$ cat src/rtl/uart_pkg.sv
// Shared UART transmitter types: FSM state encoding, parity configuration
// codes and the parity helper used when a word is captured.
package uart_pkg;

    // Widest payload the transmitter supports; the parity helper is sized to it.
    localparam int MAX_DATA_WIDTH = 9;

    typedef enum logic [2:0] {
        IDLE   = 3'd0,
        START  = 3'd1,
        DATA   = 3'd2,
        PARITY = 3'd3,
        STOP   = 3'd4,
        GUARD  = 3'd5
    } uart_tx_state_t;

    // Bit 1 enables parity, bit 0 selects odd (1) or even (0).
    typedef logic [1:0] uart_parity_t;

    localparam uart_parity_t PAR_NONE = 2'b00;
    localparam uart_parity_t PAR_EVEN = 2'b10;
    localparam uart_parity_t PAR_ODD  = 2'b11;

    // Zero-extended payloads do not change the XOR, so narrower words are fine.
    function automatic logic calc_parity(input logic [MAX_DATA_WIDTH-1:0] data,
                                         input logic odd);
        return odd ? ~(^data) : (^data);
    endfunction

endpackage

$ cat src/rtl/uart_tx_fifo.sv
// Small synchronous FIFO holding captured transmit words together with
// their per-word line configuration. Reset empties it immediately.
module uart_tx_fifo #(
    parameter int WIDTH = 11,
    parameter int DEPTH = 4
) (
    input  logic             clk,
    input  logic             rst,
    input  logic             push_i,
    input  logic [WIDTH-1:0] wdata_i,
    input  logic             pop_i,
    output logic [WIDTH-1:0] rdata_o,
    output logic             full_o,
    output logic             empty_o
);

    localparam int AW = $clog2(DEPTH);

    logic [WIDTH-1:0] mem_q [DEPTH];
    logic [AW-1:0]    wrPtr_q;
    logic [AW-1:0]    rdPtr_q;
    logic [AW:0]      count_q;
    logic             doPush;
    logic             doPop;

    // A full FIFO refuses the push even when a pop happens on the same edge.
    assign doPush  = push_i && !full_o;
    assign doPop   = pop_i && !empty_o;
    assign full_o  = (count_q == (AW+1)'(DEPTH));
    assign empty_o = (count_q == '0);
    assign rdata_o = mem_q[rdPtr_q];

    // Storage array needs no reset; the occupancy count decides what is valid.
    always_ff @(posedge clk) begin
        if (doPush) begin
            mem_q[wrPtr_q] <= wdata_i;
        end
    end

    // Pointers wrap naturally because DEPTH is a power of two.
    always_ff @(posedge clk or posedge rst) begin
        if (rst) begin
            wrPtr_q <= '0;
            rdPtr_q <= '0;
            count_q <= '0;
        end else begin
            if (doPush) begin
                wrPtr_q <= wrPtr_q + AW'(1);
            end
            if (doPop) begin
                rdPtr_q <= rdPtr_q + AW'(1);
            end
            count_q <= count_q + (AW+1)'(doPush) - (AW+1)'(doPop);
        end
    end

endmodule

$ cat src/rtl/uart_tx_param.sv
// Parametrised UART transmitter: start bit, LSB-first payload, optional
// parity, one or two stop bits and idle guard bits, each bit held for
// OVERSAMPLE clocks. Define UART_TX_FIFO_EN to put a FIFO_DEPTH-entry
// FIFO in front of the serialiser; otherwise a single capture register
// is used and a new word is only taken while the line is idle.
module uart_tx_param
    import uart_pkg::*;
#(
    parameter int DATA_WIDTH = 8,
    parameter int OVERSAMPLE = 16,
    parameter int GUARD_BITS = 1,
    parameter int FIFO_DEPTH = 4
) (
    input  logic                  clk,
    input  logic                  rst,
    input  logic [DATA_WIDTH-1:0] data_in,
    input  logic                  valid_in,
    output logic                  ready_out,
    input  logic [1:0]            parity_config,
    input  logic                  stop_two,
    output logic                  tx,
    output logic                  busy,
    output logic                  frame_done
);

    localparam int CW = (OVERSAMPLE > 1) ? $clog2(OVERSAMPLE) : 1;
    localparam int IW = $clog2(DATA_WIDTH);
    localparam int EW = DATA_WIDTH + 3;

    uart_tx_state_t        state_q;
    logic [CW-1:0]         bitCnt_q;
    logic [IW-1:0]         idx_q;
    logic [DATA_WIDTH-1:0] shift_q;
    logic                  parEn_q;
    logic                  parBit_q;
    logic                  stopTwo_q;
    logic                  tx_q;
    logic                  busy_q;
    logic                  done_q;

    logic [EW-1:0]         entryIn;
    logic [EW-1:0]         headEntry;
    logic                  headValid;
    logic [DATA_WIDTH-1:0] headData;
    logic [1:0]            headPar;
    logic                  headStop;
    logic                  pop;
    logic                  bitLast;
    logic                  stopLast;
    logic                  frameEnd;

    // Word and line configuration travel together so a frame never mixes settings.
    assign entryIn  = {stop_two, parity_config, data_in};
    assign headData = headEntry[DATA_WIDTH-1:0];
    assign headPar  = headEntry[DATA_WIDTH+1:DATA_WIDTH];
    assign headStop = headEntry[DATA_WIDTH+2];
    assign pop      = (state_q == IDLE) && headValid;

    assign bitLast  = (bitCnt_q == CW'(OVERSAMPLE - 1));
    assign stopLast = !(stopTwo_q && (idx_q == '0));
    assign frameEnd = bitLast &&
                      (((state_q == STOP) && (GUARD_BITS == 0) && stopLast) ||
                       ((state_q == GUARD) && (idx_q == IW'(GUARD_BITS - 1))));

`ifdef UART_TX_FIFO_EN
    logic fifoFull;
    logic fifoEmpty;

    uart_tx_fifo #(
        .WIDTH (EW),
        .DEPTH (FIFO_DEPTH)
    ) u_fifo (
        .clk     (clk),
        .rst     (rst),
        .push_i  (valid_in),
        .wdata_i (entryIn),
        .pop_i   (pop),
        .rdata_o (headEntry),
        .full_o  (fifoFull),
        .empty_o (fifoEmpty)
    );

    assign headValid = !fifoEmpty;
    assign ready_out = !fifoFull;
`else
    logic [EW-1:0] cap_q;
    logic          capValid_q;
    logic          ready_q;

    // Single holding register: filled on a transfer, emptied when the frame starts.
    always_ff @(posedge clk or posedge rst) begin
        if (rst) begin
            cap_q      <= '0;
            capValid_q <= 1'b0;
        end else if (valid_in && ready_q) begin
            cap_q      <= entryIn;
            capValid_q <= 1'b1;
        end else if (pop) begin
            capValid_q <= 1'b0;
        end
    end

    // Ready drops on the transfer and returns on the edge the line goes idle.
    always_ff @(posedge clk or posedge rst) begin
        if (rst) begin
            ready_q <= 1'b1;
        end else if (valid_in && ready_q) begin
            ready_q <= 1'b0;
        end else if (frameEnd) begin
            ready_q <= 1'b1;
        end
    end

    assign headEntry = cap_q;
    assign headValid = capValid_q;
    assign ready_out = ready_q;
`endif

    // Frame sequencer: walks the bit slots and drives the registered line outputs.
    always_ff @(posedge clk or posedge rst) begin
        if (rst) begin
            state_q   <= IDLE;
            bitCnt_q  <= '0;
            idx_q     <= '0;
            shift_q   <= '0;
            parEn_q   <= 1'b0;
            parBit_q  <= 1'b0;
            stopTwo_q <= 1'b0;
            tx_q      <= 1'b1;
            busy_q    <= 1'b0;
            done_q    <= 1'b0;
        end else begin
            done_q <= 1'b0;
            if ((state_q == IDLE) || bitLast) begin
                bitCnt_q <= '0;
            end else begin
                bitCnt_q <= bitCnt_q + CW'(1);
            end

            if (frameEnd) begin
                state_q <= IDLE;
                tx_q    <= 1'b1;
                busy_q  <= 1'b0;
                done_q  <= 1'b1;
                idx_q   <= '0;
            end else begin
                case (state_q)
                    IDLE: begin
                        if (headValid) begin
                            state_q   <= START;
                            tx_q      <= 1'b0;
                            busy_q    <= 1'b1;
                            idx_q     <= '0;
                            shift_q   <= headData;
                            parEn_q   <= headPar[1];
                            parBit_q  <= calc_parity(MAX_DATA_WIDTH'(headData), headPar[0]);
                            stopTwo_q <= headStop;
                        end
                    end
                    START: begin
                        if (bitLast) begin
                            state_q <= DATA;
                            tx_q    <= shift_q[0];
                            idx_q   <= '0;
                        end
                    end
                    DATA: begin
                        if (bitLast) begin
                            if (idx_q == IW'(DATA_WIDTH - 1)) begin
                                idx_q <= '0;
                                if (parEn_q) begin
                                    state_q <= PARITY;
                                    tx_q    <= parBit_q;
                                end else begin
                                    state_q <= STOP;
                                    tx_q    <= 1'b1;
                                end
                            end else begin
                                idx_q   <= idx_q + IW'(1);
                                shift_q <= shift_q >> 1;
                                tx_q    <= shift_q[1];
                            end
                        end
                    end
                    PARITY: begin
                        if (bitLast) begin
                            state_q <= STOP;
                            tx_q    <= 1'b1;
                            idx_q   <= '0;
                        end
                    end
                    STOP: begin
                        if (bitLast) begin
                            if (!stopLast) begin
                                idx_q <= IW'(1);
                            end else begin
                                state_q <= GUARD;
                                tx_q    <= 1'b1;
                                idx_q   <= '0;
                            end
                        end
                    end
                    GUARD: begin
                        if (bitLast) begin
                            idx_q <= idx_q + IW'(1);
                        end
                    end
                    default: begin
                        state_q <= IDLE;
                        tx_q    <= 1'b1;
                        busy_q  <= 1'b0;
                    end
                endcase
            end
        end
    end

    assign tx         = tx_q;
    assign busy       = busy_q;
    assign frame_done = done_q;

endmodule

$ cat config.mk
export PLATFORM = sky130hd
export DESIGN_NAME = uart_tx_param
export DESIGN_NICKNAME = d
export VERILOG_FILES = /design/src/rtl/uart_pkg.sv /design/src/rtl/uart_tx_fifo.sv /design/src/rtl/uart_tx_param.sv
export SDC_FILE = /design/constraint.sdc
export NUM_CORES = 1
export LEC_CHECK = 0
export ABC_AREA = 1
export CAP_MARGIN = 20
export CORE_MARGIN = 5
export CORE_UTILIZATION = 40
export CTS_BUF_LIST = sky130_fd_sc_hd__clkbuf_8
export CTS_CLUSTER_DIAMETER = 40
export DETAILED_ROUTE_END_ITERATION = 10
export SYNTH_ARGS = -nofsm -noshare
export SYNTH_HDL_FRONTEND = slang
export SYNTH_SLANG_ARGS = --single-unit
export TNS_END_PERCENT = 5
$ cat constraint.sdc
create_clock -name clk -period 2.8 [get_ports clk]
set_input_delay 0.42 -clock clk [delete_from_list [all_inputs] [get_ports clk]]
set_output_delay 0.42 -clock clk [all_outputs]
set_load 0.01 [all_outputs]
==> PnR_summary.wiki, run 1 <==
{| class="wikitable"
! Metric !! Value
|-
| Outcome || finished clean
|-
| Max IR drop VDD || 0.234 mV
|-
| Total via count in the routed design || 1589
|-
| Total Routed Length || 3.75 mm
|-
| Via count of the first global-routing pass || 1568
|-
| Post-CTS resize count || 0
|-
| Setup-violating endpoint count in the final report || 0
|-
| Cell area after synthesis || 0.00197 mm²
|-
| Signal arrival time at the worst endpoint || 1.36 ns
|-
| HPWL Detailed || 2.78 mm
|-
| First-pass GRT wire length || 6.67 mm
|-
| Hold buffers post-CTS || 0
|-
| Initial core utilization || 0.415
|-
| Buffer cell driving the clock tree root || sky130_fd_sc_hd__clkbuf_8
|-
| Remaining max-slew budget at the tightest pin || 0.574
|-
| DR DRC count || 0
|-
| Routed length per instance || 11.1 µm
|-
| Required time of the critical path || 2.38 ns
|-
| Critical path's top delay family || flip-flops
|-
| Number of nets still failing antenna checks after routing || 0
|-
| Slew at the pin with the worst max-slew slack || 0.638 ns
|-
| Layout cells sized above 1 || 0.104
|-
| Area Overhead vs Synth || 15.7%
|-
| Maximum clock skew at final layout || 0.0104 ns
|-
| Largest stage delay, worst path || 0.54 ns
|-
| Post-CTS repair timing setup buffer count || 0
|-
| Clock tree from TritonCTS || done
|-
| Power density over cell area || 400 mW/mm²
|-
| Ant diodes || 0
|-
| Pin count of the biggest net entering global routing || 38
|-
| Internal || 718 µW
|-
| Number of nets in the layout || 287
|-
| Placeable core region || 0.00475 mm²
|-
| Relative contribution of the clock network to total power || 0.383
|-
| Number of vias per cell after detailed routing || 4.72
|-
| Nets in the synthesized netlist || 268
|-
| Net switching power of the design || 195 µW
|-
| Row count || 25
|-
| Layout Utilization || 0.480
|-
| Crit-path slowest cell || sky130_fd_sc_hd__dfstp_2
|-
| Clock tree sinks || 37
|-
| Layout fillers || 484
|-
| Fmax || 0.561 GHz
|-
| CTS clk-pin slew, worst paths || 0.06 ns
|-
| H-tree depth reported by CTS || 2
|-
| Initial DRC Count || 113
|-
| Horizontal die dimension || 80.2 µm
|-
| Number of buffers added by the clock tree synthesis step || 5
|-
| Type of the most critical hold path || register to register
|-
| Pre-Repair DR Iteration Count || 4
|-
| Placed inst area || 0.00220 mm²
|-
| Final Total Pwr || 913 µW
|-
| Clk_lat worst skew || 0.29 ns
|-
| Number of flip-flops and latches in the synthesized netlist || 37
|-
| RSZ-0062 raised after global routing || no
|-
| Max-capacitance violation count || 0
|-
| Synthesized instance count || 250
|-
| Final max-slew violation count || 0
|-
| Hold violation total from the final report || 0
|-
| Switching Fraction || 0.213
|-
| Post-Layout Inst Area || 0.00228 mm²
|-
| Critical path fanouts, max || 3
|-
| Synthesis Warnings || 0
|-
| Die area || 0.00644 mm²
|-
| Weighted congestion at the end of routability-driven global placement || 0.835
|-
| Minimum clock period || 1.78 ns
|-
| Synthesized area divided by synthesized cell count || 7.89 µm²
|-
| Number of distinct library cells after synthesis || 29
|-
| Fin Setup TNS || 0 ns
|-
| Area of the multi-input gates || 880 µm²
|-
| Share of power burned in combinational logic || 0.032
|-
| Number of antenna violations at the first check in global routing || 0
|-
| Kind of end point of the critical path || primary output
|-
| Ports || 18
|-
| Sequential share of power || 0.585
|-
| Total congestion overflow after global routing || 0
|-
| Part of the Yosys area used for sequential elements || 0.471
|-
| Startpoint Class || register
|-
| Port Buffers || 17
|-
| GRT Util Overall || 0.134
|-
| Vertical die dimension || 80.2 µm
|-
| Path type of the worst setup path || register to primary output
|-
| Maximum buffer depth of the clock tree || 2
|-
| Worst path bufs/invs || 1
|-
| Cell-by-cell trace of the critical path || clkdlybuf4s50_1
|-
| Post-route clock period utilization || 0.637
|-
| Leakage || 0.00119 µW
|-
| Flip-flop and latch area || 928 µm²
|}
-- power groups by stage --
| stage | Sequential, µW | Clock, µW | Combinational, µW |
|---|---|---|---|
| 3_3_place_gp | 544 | 0 | 30.6 |
| 2_1_floorplan | 545 | 0 | 7.95 |
| 4_1_cts | 534 | 364 | 30.7 |
| 3_5_place_dp | 544 | 0 | 30.6 |
| 6_report | 534 | 350 | 29.2 |
| 5_1_grt | 534 | 391 | 32.7 |
-- cells by family after synthesis --
family	after synthesis	synth area share
AOI/OAI and AO/OA	40	0.114
xor gates and xnor gates	4	0.0178
adders and majority gates	4	0.0254
buffers and inverters	41	0.0837
DFF	37	0.471
muxes	4	0.0228
and+or+nand+nor	120	0.266
-- synth_stat cells --
library cell,instances,area share
sky130_fd_sc_hd__dfstp_2,2,0.027
sky130_fd_sc_hd__nand4_1,1,0.0032
sky130_fd_sc_hd__o21a_1,1,0.0038
sky130_fd_sc_hd__a21oi_2,1,0.0044
sky130_fd_sc_hd__inv_2,2,0.0038
sky130_fd_sc_hd__dfrtp_1,35,0.44
sky130_fd_sc_hd__mux2_2,4,0.023
sky130_fd_sc_hd__nand3_2,2,0.010
sky130_fd_sc_hd__o21ai_0,14,0.036
sky130_fd_sc_hd__inv_1,33,0.063
sky130_fd_sc_hd__nor2_1,15,0.029
sky130_fd_sc_hd__clkbuf_1,2,0.0038
sky130_fd_sc_hd__nand3_1,17,0.043
sky130_fd_sc_hd__a21oi_1,12,0.030
sky130_fd_sc_hd__nand2_1,76,0.14
sky130_fd_sc_hd__nor3_4,1,0.0082
sky130_fd_sc_hd__nor2_4,1,0.0057
sky130_fd_sc_hd__nand2_2,3,0.0095
sky130_fd_sc_hd__o21ai_1,7,0.018
sky130_fd_sc_hd__buf_6,1,0.0057
sky130_fd_sc_hd__xor2_1,2,0.0089
sky130_fd_sc_hd__nand3b_1,1,0.0038
sky130_fd_sc_hd__nor2_2,3,0.0095
sky130_fd_sc_hd__o211a_1,1,0.0051
sky130_fd_sc_hd__xnor2_1,2,0.0089
sky130_fd_sc_hd__ha_1,4,0.025
sky130_fd_sc_hd__buf_2,3,0.0076
sky130_fd_sc_hd__o211ai_1,2,0.0076
sky130_fd_sc_hd__o21ai_2,2,0.0089
-- cell type report --
class                   instances  area share
clock inverters                 3     0.00548
repair buffers                 18      0.0779
flip-flops and latches         37       0.407
multi-input cells             172       0.385
inverters                      35      0.0576
well taps                      67      0.0367
clock buffers                   5      0.0302
-- placed cells by master, fill, tap and decap left out, types with 4 or more instances in the layout --
master	synthesis	final
sky130_fd_sc_hd__clkbuf_8	0	5
sky130_fd_sc_hd__clkdlybuf4s50_1	0	17
sky130_fd_sc_hd__nand2_1	76	76
sky130_fd_sc_hd__dfrtp_1	35	35
sky130_fd_sc_hd__ha_1	4	4
sky130_fd_sc_hd__inv_1	33	35
sky130_fd_sc_hd__o21ai_1	7	7
sky130_fd_sc_hd__mux2_2	4	4
sky130_fd_sc_hd__a21oi_1	12	12
sky130_fd_sc_hd__o21ai_0	14	14
sky130_fd_sc_hd__nor2_1	15	15
sky130_fd_sc_hd__nand3_1	17	17
-- flip-flops by register name (all words and copies together), names as in the netlist --
signal,cells
tx,1
parBit_q,1
frame_done,1
stopTwo_q,1
idx_q,3
shift_q,8
bitCnt_q,4
state_q,3
ready_out,1
parEn_q,1
busy,1
cap_q,11
capValid_q,1
-- through the flow --
stage / worst slack (ns) / hold WS [ns] / cells
after detailed placement: 0.964 / 0.463 / 329
after global placement: 0.980 / 0.446 / 329
final: 1.02 / 0.468 / 337
after CTS: 0.997 / 0.472 / 337
after global routing: 0.860 / 0.511 / 337
after floorplan: 1.36 / 0.433 / 250
-- routing by layer --
layer	wire length, µm	vias up	track usage
met4	69	0	0.0591
met1	1890	737	0.173
met3	146	7	0.0370
met5	0	-	0
met2	1640	18	0.208
li1	-	827	-
-- worst paths after layout --
check	startpoint	end	slack [ns]	depth (start not counted)
min reg2reg	bitCnt_q[0]	bitCnt_q[0]	0.47	1
min	bitCnt_q[0]	bitCnt_q[0]	0.47	1
max	ready_out	ready_out	1.02	1
max in group asynchronous	rst	ready_out	1.90	3
min in group asynchronous	rst	idx_q[1]	0.54	3
max reg2reg	bitCnt_q[0]	shift_q[4]	1.07	7
(Power assumes the default switching activity.)
==> inputs of run 2 (changes only) <==
==> constraint.sdc (replaced) <==
create_clock -name clk -period 1.7 [get_ports clk]
set_input_delay 0.255 -clock clk [delete_from_list [all_inputs] [get_ports clk]]
set_output_delay 0.255 -clock clk [all_outputs]
set_load 0.01 [all_outputs]
==> PnR_summary.wiki, run 2 (same netlist as run 1, synthesis figures left out) <==
{| class="wikitable"
! Metric !! Value
|-
| Largest stage delay, worst path || 0.55 ns (about the same)
|-
| Horizontal die dimension || 80.2 µm (unchanged)
|-
| Maximum clock skew at final layout || 0.00440 ns (-0.00602 ns)
|-
| Initial DRC Count || 61 (-46%)
|-
| Routed length per instance || 11.2 µm (+0.76%)
|-
| Flip-flop and latch area || 928 µm² (unchanged)
|-
| Worst Slack Setup Final || 0.0765 ns (-0.940 ns)
|-
| Maximum buffer depth of the clock tree || 2 (unchanged)
|-
| Cell count of the worst reg-to-reg path || 9 (+2)
|-
| Buffer cell driving the clock tree root || sky130_fd_sc_hd__clkbuf_8
|-
| Path type of the worst setup path || register to primary output
|-
| Area Overhead vs Synth || 18.8%
|-
| Total Routed Length || 3.81 mm (+1.7%)
|-
| Max-capacitance violation count || 0 (unchanged)
|-
| Layout fillers || 477 (-1.4%)
|-
| Fmax || 0.616 GHz
|-
| Row count || 25 (unchanged)
|-
| Max reg flops || 11 (unchanged)
|-
| Weighted congestion at the end of routability-driven global placement || 0.805 (-3.6%)
|-
| Post-route clock period utilization || 0.955
|-
| Slew at the pin with the worst max-slew slack || 0.295 ns (-0.343 ns)
|-
| Layout cells sized above 1 || 0.132 (+0.0282)
|-
| Leakage || 0.00120 µW (+1.3%)
|-
| Hold violation total from the final report || 0 (unchanged)
|-
| Clk_lat worst skew || 0.29 ns (about the same)
|-
| Worst path bufs/invs || 1 (unchanged)
|-
| Worst flop-to-flop path startpoint || state_q[2]
|-
| Clock tree from TritonCTS || done
|-
| H-tree depth reported by CTS || 2 (unchanged)
|-
| Critical path's top delay family || flip-flops
|-
| Power density over cell area || 655 mW/mm² (+64%)
|-
| Vertical die dimension || 80.2 µm (unchanged)
|-
| Type of the most critical hold path || primary input to asynchronous set/reset pin
|-
| Kind of end point of the critical path || primary output
|-
| Port Buffers || 17 (unchanged)
|-
| First-pass GRT wire length || 6.70 mm (+0.40%)
|-
| R2r setup slk || 0.19 ns (-0.88 ns)
|-
| Number of antenna violations at the first check in global routing || 0 (unchanged)
|-
| Required time of the critical path || 1.44 ns (-0.94 ns)
|-
| Startpoint Class || register
|-
| Die area || 0.00644 mm² (unchanged)
|-
| Place WS || 0.140 ns (-0.824 ns)
|-
| Area of the multi-input gates || 890 µm² (+1.1%)
|-
| Sequential share of power || 0.572 (-0.013)
|-
| Ports || 18 (unchanged)
|-
| Remaining max-slew budget at the tightest pin || 0.804 (+0.230)
|-
| Leading cell type in the layout, fill and taps excluded || sky130_fd_sc_hd__nand2_1
|-
| Largest registers in the final layout || cap_q (11), shift_q (8), bitCnt_q (4)
|-
| Via count of the first global-routing pass || 1508 (-3.8%)
|-
| Signal arrival time at the worst endpoint || 1.37 ns (about the same)
|-
| HPWL Detailed || 2.82 mm (+1.5%)
|-
| Clock tree sinks || 37 (unchanged)
|-
| Share of power burned in combinational logic || 0.034 (+0.002)
|-
| Max IR drop VDD || 0.401 mV (+71%)
|-
| CTS clk-pin slew, worst paths || 0.08 ns (+0.02 ns)
|-
| Total congestion overflow after global routing || 0 (unchanged)
|-
| Leading cell types in the layout, fill and taps excluded || sky130_fd_sc_hd__nand2_1 (76), sky130_fd_sc_hd__dfrtp_1 (35), sky130_fd_sc_hd__inv_1 (33)
|-
| Outcome || finished clean
|-
| Critical path fanouts, max || 3 (unchanged)
|-
| Switching Fraction || 0.223 (+0.0100)
|-
| Internal || 1190 µW (+66%)
|-
| Biggest register || cap_q
|-
| Number of nets still failing antenna checks after routing || 0 (unchanged)
|-
| Pre-Repair DR Iteration Count || 4 (unchanged)
|-
| RSZ-0062 raised after global routing || no
|-
| Placeable core region || 0.00475 mm² (unchanged)
|-
| Number of vias per cell after detailed routing || 4.67 (-1.0%)
|-
| GRT Util Overall || 0.135 (+0.00137)
|-
| Total via count in the routed design || 1587 (-0.13%)
|-
| Ant diodes || 0 (unchanged)
|-
| Initial core utilization || 0.415 (unchanged)
|-
| Fin Setup TNS || 0 ns (unchanged)
|-
| Number of buffers added by the clock tree synthesis step || 5 (unchanged)
|-
| Pin count of the biggest net entering global routing || 38 (unchanged)
|-
| Minimum clock period || 1.62 ns
|-
| Net switching power of the design || 343 µW (+76%)
|-
| Final max-slew violation count || 0 (unchanged)
|-
| Setup-violating endpoint count in the final report || 0 (unchanged)
|-
| Crit-path slowest cell || sky130_fd_sc_hd__dfstp_2
|-
| Hold buffers post-CTS || 0 (unchanged)
|-
| Number of nets in the layout || 290 (+1.0%)
|-
| Relative contribution of the clock network to total power || 0.394 (+0.011)
|-
| Cell-by-cell trace of the critical path || clkdlybuf4s50_1
|-
| DR DRC count || 0 (unchanged)
|-
| Reg2reg end || state_q[0]
|}
[run 2: cell count changes in the layout (fill, tap and decap cells not counted), sizes merged]
cell and change:
buf +3, inv -2, clkinv +1, clkinvlp +1
[run 2: area by class of cell]
class	count	area share
tap	67	0.0358
sequential	37	0.396
clock buffer	5	0.0293
timing repair buffer	21	0.0961
multi-input combinational	172	0.379
clock inverter	3	0.00747
inverter	35	0.0560
[run 2: how the worst max path moves through the flow]
stage	from	end	slack (ns)	cells after the start
floorplan	idx_q[0]	shift_q[7]	0.26	7
global placement	bitCnt_q[0]	state_q[2]	0.17	8
detailed placement	bitCnt_q[0]	state_q[1]	0.14	8
CTS	ready_out	ready_out	0.06	1
global route	state_q[2]	state_q[0]	0.004	9
finish	ready_out	ready_out	0.08	1
[run 2: tightest hold or removal path: cells and delay by family]
family | cells | cell delay (ns)
buffers and inverters | 3 | 0.71
[run 2: power groups by stage]
stage	clock network, µW	registers, µW	logic, µW
global placement	0	897	53.2
detailed placement	0	897	53.7
global route	680	879	58.0
finish	605	880	51.7
CTS	628	879	53.8
floorplan	0	897	13.1
[run 2: metrics by stage]
stage,hold WS [ns],instance area (µm²),total power [µW],util,instances
CTS,0.316,2330,1560,0.491,340
detailed placement,0.454,2250,951,0.473,332
finish,0.310,2340,1540,0.493,340
global route,0.325,2340,1620,0.493,340
global placement,0.450,2250,950,0.473,332
floorplan,0.406,1970,910,-,250
[run 2: per-layer routing]
layer | global-route usage | up-vias | share of wire
li1 | - | 835 | -
met1 | 0.173 | 714 | 0.49
met2 | 0.213 | 34 | 0.44
met3 | 0.0370 | 4 | 0.054
met4 | 0.0591 | 0 | 0.015
met5 | 0 | - | 0
[run 2: repair_timing]
item / 4_1_cts / 5_1_grt
resized for setup: 0 / 3
setup endpoints to repair: 0 / 3
buffers inserted: 0 / 0
